$ cat src/rtl/circuit_sweep_pkg.sv
// Shared types and sizing helpers for the circuit sweep sequencer.
// Latency: n/a (declarations only).
// Backpressure: n/a.
package circuit_sweep_pkg;

   typedef enum logic [1:0] {
      IDLE = 2'd0,
      RUN  = 2'd1,
      DONE = 2'd2
   } state_t;

   // Truth-table width for an n-input circuit.
   function automatic int tt_width(input int nvars);
      return 1 << nvars;
   endfunction

   // Counter width able to hold 0..max_val, never narrower than one bit.
   function automatic int cnt_width(input int max_val);
      return (max_val < 1) ? 1 : $clog2(max_val + 1);
   endfunction

endpackage

$ cat src/rtl/circuit_sweep_ctrl_lowest_diff_idx.sv
// Priority encoder returning the lowest set bit index of a difference vector.
// Latency: combinational, zero cycles.
// Backpressure: none; pure function of its input.
// Ports: diff (TT_W) in, idx (NVARS) out = lowest set bit or 0, any_diff out = |diff.
module lowest_diff_idx
   import circuit_sweep_pkg::*;
#(
   parameter  int NVARS = 3,
   localparam int TT_W  = tt_width(NVARS)
) (
   input  logic [TT_W-1:0]  diff,
   output logic [NVARS-1:0] idx,
   output logic             any_diff
);

   // Scan from the top down so the last hit written is the lowest index.
   always_comb begin
      idx = '0;
      for (int i = TT_W - 1; i >= 0; i--) begin
         if (diff[i]) idx = NVARS'(i);
      end
   end

   assign any_diff = |diff;

endmodule

$ cat src/rtl/circuit_sweep_ctrl.sv
// Sweeps a combinational circuit through every input vector and builds its truth table.
// Latency: 2**NVARS * (SETTLE_CYCLES+1) cycles from start accept to the done pulse.
// Backpressure: start is ignored while busy (no queuing); abort cancels a sweep, no done.
// Ports: clk, rst_n, start, abort, expected (TT_W), f_in  ->  vec_out (NVARS), busy, done,
//        truth_table (TT_W), match, mismatch_idx (NVARS). All outputs registered.
module circuit_sweep_ctrl
   import circuit_sweep_pkg::*;
#(
   parameter  int NVARS         = 3,
   parameter  int SETTLE_CYCLES = 2,
   localparam int TT_W          = tt_width(NVARS)
) (
   input  logic             clk,
   input  logic             rst_n,
   input  logic             start,
   input  logic             abort,
   input  logic [TT_W-1:0]  expected,
   input  logic             f_in,
   output logic [NVARS-1:0] vec_out,
   output logic             busy,
   output logic             done,
   output logic [TT_W-1:0]  truth_table,
   output logic             match,
   output logic [NVARS-1:0] mismatch_idx
);

   localparam int               CW          = cnt_width(SETTLE_CYCLES);
   localparam logic [CW-1:0]    SETTLE_LAST = CW'(SETTLE_CYCLES);
   localparam logic [NVARS-1:0] VEC_LAST    = NVARS'(TT_W - 1);

   state_t            state, state_nxt;
   logic [CW-1:0]     settle_cnt;
   logic [TT_W-1:0]   expected_q;
   logic [TT_W-1:0]   tt_nxt;
   logic              accept;
   logic              sample_now;
   logic              last_sample;
   logic              any_diff;
   logic [NVARS-1:0]  diff_idx;

   // A start is taken only outside RUN, and abort vetoes it in the same cycle.
   assign accept      = start & ~abort & (state != RUN);
   assign sample_now  = (state == RUN) & ~abort & (settle_cnt == SETTLE_LAST);
   assign last_sample = sample_now & (vec_out == VEC_LAST);

   // Table as it will look after this cycle's sample, so the final compare sees the last bit.
   always_comb begin
      tt_nxt          = truth_table;
      tt_nxt[vec_out] = f_in;
   end

   lowest_diff_idx #(.NVARS(NVARS)) u_lowest_diff_idx (
      .diff     (tt_nxt ^ expected_q),
      .idx      (diff_idx),
      .any_diff (any_diff)
   );

   always_ff @(posedge clk or negedge rst_n) begin
      if (!rst_n) state <= IDLE;
      else        state <= state_nxt;
   end

   always_comb begin
      state_nxt = state;
      unique case (state)
         IDLE:    if (accept) state_nxt = RUN;
         RUN: begin
            if (abort)            state_nxt = IDLE;
            else if (last_sample) state_nxt = DONE;
         end
         DONE:    state_nxt = accept ? RUN : IDLE;
         default: state_nxt = IDLE;
      endcase
   end

   always_ff @(posedge clk or negedge rst_n) begin
      if (!rst_n) begin
         vec_out      <= '0;
         busy         <= 1'b0;
         done         <= 1'b0;
         truth_table  <= '0;
         match        <= 1'b0;
         mismatch_idx <= '0;
         settle_cnt   <= '0;
         expected_q   <= '0;
      end else begin
         done <= last_sample;
         if (accept) begin
            busy        <= 1'b1;
            vec_out     <= '0;
            settle_cnt  <= '0;
            truth_table <= '0;
            expected_q  <= expected;
            match       <= 1'b0;
         end else if (state == RUN) begin
            if (abort) begin
               // Keep the bits already sampled; drop the verdict.
               busy         <= 1'b0;
               vec_out      <= '0;
               settle_cnt   <= '0;
               match        <= 1'b0;
               mismatch_idx <= '0;
            end else if (sample_now) begin
               truth_table <= tt_nxt;
               settle_cnt  <= '0;
               vec_out     <= vec_out + 1'b1;   // wraps to 0 after the last vector
               if (last_sample) begin
                  busy         <= 1'b0;
                  match        <= ~any_diff;
                  mismatch_idx <= diff_idx;
               end
            end else begin
               settle_cnt <= settle_cnt + 1'b1;
            end
         end
      end
   end

endmodule

$ cat config.mk
export PLATFORM = sky130hd
export DESIGN_NAME = circuit_sweep_ctrl
export DESIGN_NICKNAME = d
export VERILOG_FILES = /design/src/rtl/circuit_sweep_pkg.sv /design/src/rtl/circuit_sweep_ctrl_lowest_diff_idx.sv /design/src/rtl/circuit_sweep_ctrl.sv
export SDC_FILE = /design/constraint.sdc
export NUM_CORES = 1
export LEC_CHECK = 0
export ABC_AREA = 0
export CORE_MARGIN = 3
export CORE_UTILIZATION = 49
export DETAILED_ROUTE_END_ITERATION = 8
export PLACE_DENSITY = 0.81
export SYNTH_ARGS = -nofsm -noshare
export SYNTH_HDL_FRONTEND = slang
export SYNTH_SLANG_ARGS = --single-unit
export TNS_END_PERCENT = 1
$ cat constraint.sdc
create_clock -name clk -period 3 [get_ports clk]
set_clock_uncertainty 0.1 [all_clocks]
set_input_delay 0.6 -clock clk [delete_from_list [all_inputs] [get_ports clk]]
set_output_delay 0.6 -clock clk [all_outputs]
set_load 0.01 [all_outputs]
# [Yosys cells after proc, flatten, opt, wreduce, memory -nomap -nowiden]
# Index checks and enable logic that the tools add are counted.
[totals] ff_bits=29 input_bits=13 output_inout_bits=17
[classes] add_sub_neg=2 n_lt_le_gt_ge=2 eq_ne=8 mux=41 n_bitwise=9 n_reduce_logical=14
[op_table] op="3-bit 2-to-1 mux" n=15
[op_table] op="8-bit 2-to-1 mux" n=4
[op_table] op="2-bit 2-to-1 mux" n=7
[op_table] op="1-bit 2-to-1 mux" n=12
[op_table] op="8-bit bitwise mux" n=1
[op_table] op="2-bit nonzero test" n=4
[op_table] op="8-bit OR reduction" n=1
[op_table] op="8-bit XOR" n=1
[op_table] op="2-bit case mux with 3 select lines" n=1
[op_table] op="3-bit AND reduction" n=2
[op_table] op="3-bit nonzero test" n=2
[op_table] op="1-bit bitwise AND" n=5
[op_table] op="2-bit equality test, second input constant" n=2
[op_table] op="3-bit by 4-bit < comparator with 1-bit output, second input constant" n=1
[op_table] op="2-bit by 1-bit != test with 1-bit output, second input constant" n=2
[op_table] op="2-bit AND reduction" n=2
[op_table] op="4-bit AND reduction" n=1
[op_table] op="3-bit by 1-bit adder with 3-bit output, second input constant" n=1
[op_table] op="1-bit demux with 3-bit select" n=1
[op_table] op="3-bit equality test, second input constant" n=1
[op_table] op="3-bit by 1-bit >= comparator with 1-bit output, second input constant" n=1
[op_table] op="3-bit != test, second input constant" n=1
[op_table] op="1-bit NOT" n=3
[op_table] op="2-bit by 1-bit adder with 2-bit output, second input constant" n=1
[op_table] op="other kinds (4)" n=4

# [Logic depth before layout (Yosys ltp)]
# Gate-level depths: netlist of run 1.
[logic_depth] word_depth=17 depth_mapped=7

# [Hierarchy]
# From an unflattened synthesis of run 1, not the netlist that was laid out.
[unflattened] cells_unflattened=159 area_unflattened_um2=1686.6
[modules_own_cells] module="circuit_sweep_ctrl" n_inst=1 cells_each=146 area_per_inst_um2=1605.3
[modules_own_cells] module="lowest_diff_idx" n_inst=1 cells_each=13 area_per_inst_um2=81.3

# [Worst setup path before layout of run 1]
# Ideal clock, no wire load.
[synth_timing] kind="input to register" start="in abort" end="reg expected_q[0]" arrival_time_ns=1.642 required_ns=2.775 setup_slack_ns=1.133 stages=4 n_path_buf=1 cell_sequence="nand2b_1 nor2_1 buf_2 mux2_2"
[synth_via] elab_chain_cells=3
[synth_rtl] item="from (decl)" line_no="circuit_sweep_ctrl.sv:16" text="input logic abort,"
[synth_rtl] item="1-bit NOT" line_no="circuit_sweep_ctrl.sv:42" text="assign accept = start & ~abort & (state != RUN);"
[synth_rtl] item="1-bit bitwise AND (2 in a row)" line_no="circuit_sweep_ctrl.sv:42"
[synth_rtl] item="to (signal assigned)" line_no="circuit_sweep_ctrl.sv:93" text="expected_q <= expected;"
[synth_rtl] item="to (decl)" line_no="circuit_sweep_ctrl.sv:33" text="logic [TT_W-1:0] expected_q;"
# No other way between the ends.
# A chain may end at the register's enable or synchronous reset.

# [Worst setup path in the final report of run 1]
[layout_timing] start="reg vec_out[0]" end="out vec_out[0]"
[layout_lines] item="from (decl)" line_no="circuit_sweep_ctrl.sv:19" text="output logic [NVARS-1:0] vec_out,"
[layout_lines] item="from (signal assigned)" line_no="circuit_sweep_ctrl.sv:106" text="vec_out <= vec_out + 1'b1;"
# No word-level cell between the ends.

==> results of run 1 <==
power by group through the flow:
| stage | Clock [mW] | Combinational, mW | Sequential (mW) |
|---|---|---|---|
| floorplan | 0 | 0.0863 | 0.444 |
| global placement | 0 | 0.127 | 0.449 |
| detailed placement | 0 | 0.133 | 0.452 |
| CTS | 0.339 | 0.133 | 0.444 |
| global route | 0.357 | 0.144 | 0.447 |
| finish | 0.336 | 0.131 | 0.444 |
cell usage in the layout (no fill, tap or decap), drive strengths merged, types with 4 or more instances in the layout:
cell and instances:
a22o 4, dfrtp 29, nor3 6, nor2 16, nand2b 4, o21ai 8
nand2 7, nor2b 5, clkdlybuf4s50 29, mux2 9, clkbuf 7, mux2i 15
xnor2 5
layer usage:
| layer | track usage [%] | up-vias | share of wire, % |
|---|---|---|---|
| met1 | 20.6 | 561 | 44 |
| met3 | 5.95 | 2 | 5.2 |
| met2 | 30.1 | 28 | 50 |
| met4 | 5.79 | 0 | 0.63 |
| met5 | 0 | - | 0 |
| li1 | - | 563 | - |
cells by family (layout without fill, tap and decap cells):
| group | count (synthesis) | after routing |
|---|---|---|
| AND/OR/NAND/NOR | 51 | 51 |
| flip-flops | 29 | 29 |
| multiplexers | 24 | 24 |
| AO/OA/AOI/OAI | 20 | 20 |
| XOR/XNOR | 8 | 8 |
| buffers and inverters | 7 | 41 |
| adder cells (fa/ha/maj) | 2 | 2 |
cell type report:
class	instances	area (um^2)	share of cell area, %
clock buffer	7	55.1	2.81
clock inverter	1	30.0	1.53
inverter	2	7.51	0.383
multi-input combinational	105	782	39.9
sequential	29	726	37.1
tap	42	52.6	2.68
timing repair buffer	31	305	15.6
worst min-delay path: stages, from the launching register on:
cell and delay [ps]:
dfrtp_1 380, nand2_1 60, o21ai_0 60
state kept, by name (all words and copies together), names as in the netlist:
signal	cells
done	1
vec_out	3
busy	1
mismatch_idx	3
expected_q	8
truth_table	8
state	2
match	1
settle_cnt	2
how the worst max path moves through the flow:
stage	start	end	slack (ps)	cells after the start
floorplan	abort	expected_q[0]	1130	4
global placement	abort	truth_table[3]	500	7
detailed placement	abort	truth_table[5]	490	7
CTS	vec_out[2]	vec_out[2]	630	1
global route	vec_out[2]	vec_out[2]	530	1
finish	vec_out[0]	vec_out[0]	610	1
==> impl_metrics.json, run 1 <==
{
  "synth.top_cells.by_area": "dfrtp_1, mux2i_1, mux2_2",
  "cpPeakStageDelay_ps": 710,
  "postSynth.asyncResetShare_pct": 100,
  "r2r_cells": 7,
  "vias": 1154,
  "overflow": 0,
  "cts.sinks": 29,
  "power_mw": 0.911,
  "die_w_um": 62.3,
  "finalSetupTns_ps": 0,
  "wl_per_cell_um": 14.6,
  "avgSynthCellArea_um2": 11.0,
  "relSlewSlack_pct": 61.9,
  "path_clk_slew_ps": 100,
  "p_clk_share_pct": 36.9,
  "ctsResizeCount": 0,
  "final_layout_size_suffix_gt1_share_pct": 14.9,
  "io_pins": 30,
  "syn_area_um2": 1550,
  "finalCritPeriodShare_pct": 79.6,
  "synth-main-ff-cell": "dfrtp_1",
  "finish.utilization_pct": 68.1,
  "postSynthCellCount": 141,
  "synth_xor_area_share_pct": 4.51,
  "run_status": "finished, final reports clean",
  "synth_fa_ha_area_share_pct": 1.61,
  "cp.arrival_ps": 1690,
  "ir_drop_mv": 0.323,
  "synth_top_family_by_area": "simple AND/OR/NAND/NOR gates",
  "crit_fanout": 17,
  "place_congestion": 0.783,
  "drt_iter0_markers": 26,
  "cts_inserted_buffers": 5,
  "synthDistinctLibCells": 36,
  "max_freq_mhz": 419,
  "post_dp_cell_area_um2": 1870,
  "synth_most_common_cell": "dfrtp_1",
  "core_area_um2": 2880,
  "start_util_pct": 54.0,
  "routed_wl_um": 3160,
  "ctsHoldBuffers": 0,
  "p_switching_mw": 0.223,
  "synth_edf_count": 0,
  "synthMuxAreaShare_pct": 16.2,
  "setup_viol": 0,
  "hp-start": "busy",
  "fp.dieH_um": 62.3,
  "crit_chain": "clkdlybuf4s50_1",
  "cp-start-kind": "register",
  "yosysTopAreaCellShare_pct": 46.7,
  "hold_violations": 0,
  "power.density_nw_per_um2": 465,
  "first_pass_iters": 4,
  "drcViolationCount": 0,
  "fin_area_um2": 1960,
  "die_area_um2": 3880,
  "cp.required_ps": 2300,
  "dp.cells": 209,
  "internal_power_mw": 0.687,
  "fin_ws_ps": 613,
  "cap_violations": 0,
  "hpwl_um": 2370,
  "dp_worst_setup_slack_ps": 485,
  "antenna_cells": 0,
  "antenna_left": 0,
  "r2r_start": "vec_out[0]",
  "rsz0062_at_grt": "no",
  "syn-num-nets": 156,
  "hold_depth": 2,
  "rows": 19,
  "cp-end-kind": "output pin",
  "r2r_slack_ps": 820,
  "grtUsageTotal_pct": 17.5,
  "path_delay_family": "flip-flops",
  "cts_tree": "yes",
  "slowest_stage": "dfrtp_1",
  "grt_pass1_wl_um": 5320,
  "cts_setup_buffers": 0,
  "p_leak_nw": 0.884,
  "synth_compound_area_share_pct": 8.37,
  "grt_max_degree": 30,
  "cts-root-buf": "clkbuf_4",
  "reg2reg_to": "mismatch_idx[0]",
  "p_comb_share_pct": 14.4,
  "yosysWarnings": 0,
  "min_period_ps": 2390,
  "seqPwrFrac_pct": 48.7,
  "yosysTopAreaCell": "dfrtp_1",
  "routed_via_density": 5.32,
  "tightest_slew_ps": 572,
  "netlist_top_cells_count": "dfrtp_1, mux2i_1, nor2_1, mux2_2, nand2_1",
  "stdcell_count": 217,
  "hold_class": "register to register",
  "sw_frac_of_total_pct": 24.5,
  "antenna_found_initial": 0,
  "hold_path_end": "busy",
  "htreeDepth": 2,
  "clockBufferDepth": 2,
  "crit_type": "register to output pin",
  "critical_path_buf_inv_count": 1,
  "synth_seq_cells": 29,
  "nFillCells": 223,
  "clk_latency_ps": 330,
  "yosysSeqAreaShare_pct": 46.7,
  "io_buffer_count": 29,
  "whs_ps": 423,
  "syn_to_final_growth_pct": 26.0,
  "grt_pass1_vias": 1097,
  "synth-simple-area-share_pct": 19.6,
  "drv_slew": 0,
  "fin_nets": 189
}
Power figures use the tool's default switching activity.
==> run 2: changes to the inputs <==
clock period = 2.2 ns   (was 3 ns; I/O delays follow)
==> run 2 against run 1 <==
Against the previous run: sequential cell count stayed put; total power is 23% higher; critical path depth stayed put; design area is 2.4% higher; sequential share of layout area is 0.79 points lower; worst hold slack worse by 33 ps; via count is 3.5% higher; sequential power is 36% higher; clock power is 3% lower; utilization is 1.6 points higher; non-clock buffer count is 10 higher; critical path type unchanged; critical endpoint is now vec_out[2]; largest cell class unchanged; largest power group unchanged; highest routed layer unchanged.
==> impl_metrics.json, run 2 (synthesized netlist as in run 1, its figures left out) <==
{
  "final_cell_mix": "clkdlybuf4s50_1, dfrtp_1, nor2_1, mux2i_1, buf_4",
  "start_util_pct": 54.0,
  "grtUsageTotal_pct": 18.4,
  "finalCritPeriodShare_pct": 93.1,
  "crit_type": "register to output pin",
  "critical_path_buf_inv_count": 1,
  "cp-start-kind": "register",
  "gr-usage-met1_pct": 20.0,
  "drv_slew": 0,
  "met2_usage_pct": 33.3,
  "antenna_found_initial": 0,
  "cts_tree": "yes",
  "use_met3_pct": 6.67,
  "clk_latency_ps": 330,
  "path_delay_family": "buffers and inverters",
  "ir_drop_mv": 0.441,
  "grt_max_degree": 30,
  "power.density_nw_per_um2": 557,
  "crit_fanout": 10,
  "final_common_cell": "clkdlybuf4s50_1",
  "routed_via_density": 5.28,
  "io_pins": 30,
  "dp.cells": 219,
  "r2r_cells": 7,
  "grt_pass1_vias": 1245,
  "min_period_ps": 2050,
  "cpPeakStageDelay_ps": 610,
  "max_freq_mhz": 488,
  "top_regs": "expected_q x8, truth_table x8",
  "crit_chain": "clkdlybuf4s50_1",
  "hold_violations": 0,
  "place_congestion": 0.831,
  "hold_class": "primary input to async pin",
  "cp.required_ps": 1660,
  "fin_nets": 199,
  "routed_wl_um": 3340,
  "wl_per_cell_um": 14.8,
  "cts-root-buf": "clkbuf_4",
  "ctsHoldBuffers": 0,
  "io_buffer_count": 29,
  "crit_cells": 1,
  "setup_viol": 0,
  "final_layout_size_suffix_gt1_share_pct": 19.6,
  "hpwl_um": 2550,
  "rows": 19,
  "p_leak_nw": 0.918,
  "run_status": "finished, final reports clean",
  "dp_worst_setup_slack_ps": -14.3,
  "path_clk_slew_ps": 90,
  "antenna_cells": 0,
  "power_mw": 1.12,
  "gr-max-usage-layer": "met2",
  "cp.arrival_ps": 1510,
  "relSlewSlack_pct": 75.0,
  "first_pass_iters": 4,
  "drcViolationCount": 0,
  "fp.dieH_um": 62.3,
  "overflow": 0,
  "stdcell_count": 226,
  "htreeDepth": 2,
  "clockBufferDepth": 2,
  "grt_pass1_wl_um": 5560,
  "die_w_um": 62.3,
  "syn_to_final_growth_pct": 29.0,
  "antenna_left": 0,
  "die_area_um2": 3880,
  "cts.sinks": 29,
  "drt_iter0_markers": 54,
  "cap_violations": 0,
  "vias": 1194,
  "cp-end-kind": "output pin",
  "tightest_slew_ps": 371,
  "rsz0062_at_grt": "no",
  "fin_ws_ps": 152,
  "slowest_stage": "clkdlybuf4s50_1",
  "cts_inserted_buffers": 5,
  "core_area_um2": 2880
}
[run 2: changes by cell type in the layout (fill, tap and decap cells not counted), sizes merged]
cell    before  now
buf          2   12
bufinv       1    0
[run 2: metrics by stage]
stage / TNS [ps] / instance area, um^2 / hold slack (ps) / utilization, %
after detailed placement: -14.3 / 1950 / 400 / 67.7
final: 0 / 2000 / 391 / 69.7
after CTS: 0 / 2000 / 393 / 69.6
after global routing: 0 / 2000 / 422 / 69.7
after floorplan: 0 / 1550 / 44.4 / -
after global placement: 0 / 1950 / 389 / 67.7
[run 2: timing repair]
item                       4_1_cts  5_1_grt
resized for setup                0        1
setup endpoints to repair        0        4
setup buffers                    0        0
[run 2: final timing paths]
| check | startpoint | to | slack (ps) |
|---|---|---|---|
| setup / recovery | vec_out[2] | vec_out[2] | 150 |
| hold / removal | rst_n | vec_out[1] | 390 |
| hold reg to reg | mismatch_idx[2] | mismatch_idx[2] | 410 |
| min in group clk | mismatch_idx[2] | mismatch_idx[2] | 410 |
| setup reg to reg | vec_out[0] | mismatch_idx[0] | 220 |
| max in group asynchronous | rst_n | vec_out[0] | 1330 |
[run 2: cell type report]
| cell class | instances | area (um^2) |
|---|---|---|
| clock buffers | 7 | 55.1 |
| fillers | 225 | 872 |
| inverters | 2 | 7.51 |
| multi-input cells | 105 | 782 |
| flip-flops and latches | 29 | 727 |
| well taps | 42 | 52.6 |
| repair buffers | 41 | 380 |
[run 2: report_power, final]
| group | internal [mW] | switching [mW] |
|---|---|---|
| clock | 0.151 | 0.174 |
| sequential | 0.571 | 0.0325 |
| combinational | 0.102 | 0.0861 |
[run 2: routing by layer]
layer	wire, um	vias to the layer above
met1	1410	582
met2	1720	26
met4	44	0
met5	0	-
met3	161	5
li1	-	581
==> run 3: changes to the inputs <==
ABC_AREA = 1   (was 0)
==> run 3 against run 2 <==
Against the previous run: synthesized area is 0.64% lower; wire length shrank 5.0%; worst hold slack lost 23 ps; total power up 20%; register-to-register slack gained 120 ps; clock power is 38% higher; critical path depth stayed put; combinational power grew 47%.
==> impl_metrics.json, run 3 <==
{
  "rsz0062_at_grt": "no",
  "routed_wl_um": 3170,
  "cts_setup_buffers": 0,
  "setup_viol": 0,
  "ctsHoldBuffers": 0,
  "antenna_found_initial": 0,
  "fp.dieH_um": 62.1,
  "dp_worst_setup_slack_ps": 35.0,
  "cp-start-kind": "register",
  "die_w_um": 62.1,
  "synth_seq_cells": 29,
  "yosysTopAreaCellShare_pct": 47.0,
  "drcViolationCount": 0,
  "postSynth.asyncResetShare_pct": 100,
  "cp.arrival_ps": 1560,
  "endpoint": "vec_out[1]",
  "ir_drop_mv": 0.434,
  "synth.top_cells.by_area": "dfrtp_1, nand2_1, o21ai_0",
  "postSynthCellCount": 199,
  "synth_fa_ha_area_share_pct": 1.62,
  "vias": 1376,
  "p_leak_nw": 0.956,
  "whs_ps": 368,
  "critical_path_buf_inv_count": 1,
  "hpwl_um": 2370,
  "cts_tree": "yes",
  "rows": 19,
  "use_met3_pct": 7.21,
  "gr-max-usage-layer": "met2",
  "final_cell_mix": "nand2_1, clkdlybuf4s50_1, dfrtp_1",
  "start_util_pct": 53.7,
  "syn_area_um2": 1540,
  "synthMuxAreaShare_pct": 0,
  "synth_compound_area_share_pct": 10.2,
  "clk_latency_ps": 330,
  "gr-usage-met1_pct": 22.0,
  "io_pins": 30,
  "routed_via_density": 4.93,
  "fin_ws_ps": 95.9,
  "grtUsageTotal_pct": 18.2,
  "cp-startpoint": "vec_out[1]",
  "overflow": 0,
  "cap_violations": 0,
  "syn-num-nets": 214,
  "finalCritPeriodShare_pct": 95.6,
  "synth-simple-area-share_pct": 30.1,
  "cts.sinks": 29,
  "crit_chain": "clkdlybuf4s50_1",
  "antenna_left": 0,
  "drt_iter0_markers": 90,
  "htreeDepth": 2,
  "relSlewSlack_pct": 71.3,
  "yosysWarnings": 0,
  "cpPeakStageDelay_ps": 620,
  "p_switching_mw": 0.370,
  "power.density_nw_per_um2": 679,
  "core_area_um2": 2880,
  "syn_to_final_growth_pct": 28.0,
  "grt_pass1_vias": 1277,
  "io_buffer_count": 29,
  "cts-root-buf": "clkbuf_4",
  "p_clk_share_pct": 33.4,
  "synth-main-ff-cell": "dfrtp_1",
  "fin_nets": 251,
  "sw_frac_of_total_pct": 27.5,
  "path_delay_family": "buffers and inverters",
  "antenna_cells": 0,
  "place_congestion": 0.811,
  "synth_xor_area_share_pct": 2.84,
  "hold_class": "primary input to async pin",
  "power_mw": 1.34,
  "yosysTopAreaCell": "dfrtp_1",
  "met2_usage_pct": 29.3,
  "synth_top_family_by_area": "simple AND/OR/NAND/NOR gates",
  "grt_pass1_wl_um": 5510,
  "final_common_cell": "nand2_1",
  "die_area_um2": 3860,
  "reg2reg_to": "mismatch_idx[1]",
  "tightest_slew_ps": 430,
  "yosysSeqAreaShare_pct": 47.0,
  "crit_fanout": 12,
  "final_layout_size_suffix_gt1_share_pct": 9.28,
  "first_pass_iters": 5,
  "synthDistinctLibCells": 24,
  "clockBufferDepth": 2,
  "path_clk_slew_ps": 80,
  "crit_type": "register to output pin",
  "hold_violations": 0,
  "finalSetupTns_ps": 0,
  "avgSynthCellArea_um2": 7.76,
  "netlist_top_cells_count": "nand2_1, dfrtp_1, inv_1, o21ai_0, nor2_1",
  "run_status": "finished, final reports clean",
  "r2r_cells": 6,
  "synth_edf_count": 0,
  "grt_max_degree": 30,
  "cp-end-kind": "output pin",
  "dp.cells": 271,
  "top_regs": "expected_q x8, truth_table x8",
  "synth_most_common_cell": "nand2_1",
  "min_period_ps": 2100,
  "crit_cells": 1,
  "max_freq_mhz": 475,
  "p_comb_share_pct": 20.6,
  "internal_power_mw": 0.973,
  "cp.required_ps": 1660,
  "slowest_stage": "clkdlybuf4s50_1",
  "r2r_start": "vec_out[1]",
  "cts_inserted_buffers": 5,
  "r2r_slack_ps": 340,
  "seqPwrFrac_pct": 46.0,
  "drv_slew": 0,
  "stdcell_count": 279,
  "wl_per_cell_um": 11.4
}
[run 3: changes by cell type after synthesis, sizes merged, moves of 9 or more]
cell / previous run / this run
mux2: 9 / 0
o21ai: 8 / 25
inv: 2 / 22
nand3: 3 / 15
mux2i: 15 / 0
nand2: 7 / 62
[run 3: layout make-up]
| class | instances | area (um^2) |
|---|---|---|
| Clock buffer | 7 | 55.1 |
| Sequential cell | 29 | 727 |
| Inverter | 23 | 86.3 |
| Tap cell | 42 | 52.6 |
| Multi-Input combinational cell | 142 | 691 |
| Fill cell | 237 | 900 |
| Timing Repair Buffer | 35 | 335 |
| Clock inverter | 1 | 30.0 |
[run 3: worst min-delay path by stage]
stage                        from            end  slack, ps  depth (start not counted)
finish                      rst_n     vec_out[0]        370                          2
global route        settle_cnt[1]  settle_cnt[0]        370                          1
CTS                 settle_cnt[1]  settle_cnt[0]        360                          1
detailed placement  settle_cnt[1]  settle_cnt[0]        350                          1
global placement    settle_cnt[1]  settle_cnt[0]        350                          1
floorplan                   rst_n           busy         40                          0
[run 3: stage by stage]
step                      utilization (%)  area (um^2)
after detailed placement             65.7         1890
after global placement               65.7         1890
after floorplan                         -         1540
final                                68.7         1980
after global routing                 68.7         1980
after CTS                            68.7         1980
[run 3: logic make-up after synthesis]
| kind of cell | Yosys count |
|---|---|
| buf+inv | 28 |
| simple gates | 106 |
| xor+xnor | 5 |
| flops | 29 |
| fa+ha+maj | 2 |
| compound gates | 29 |
[run 3: worst reg2reg max path, delay by kind of cell (launching register included)]
family	cells	cell delay, ps
simple gates	3	340
flops	1	610
compound gates	2	520
xor+xnor	1	180
[run 3: power groups by stage]
stage | clock (mW) | combinational [mW] | sequential (mW)
final | 0.448 | 0.277 | 0.618
after CTS | 0.462 | 0.280 | 0.617
after floorplan | 0 | 0.172 | 0.624
after detailed placement | 0 | 0.278 | 0.627
after global routing | 0.495 | 0.317 | 0.623
after global placement | 0 | 0.271 | 0.625
[run 3: what timing repair did]
action / 4_1_cts / 5_1_grt
endpoints found under the setup margin: 0 / 1
hold endpoints to repair: 0 / 0
gates resized for setup: 0 / 1
[run 3: routing by layer]
metal,wire length [um],vias up
met5,0,-
met4,54,0
met3,219,9
met2,1470,49
met1,1430,604
li1,-,714
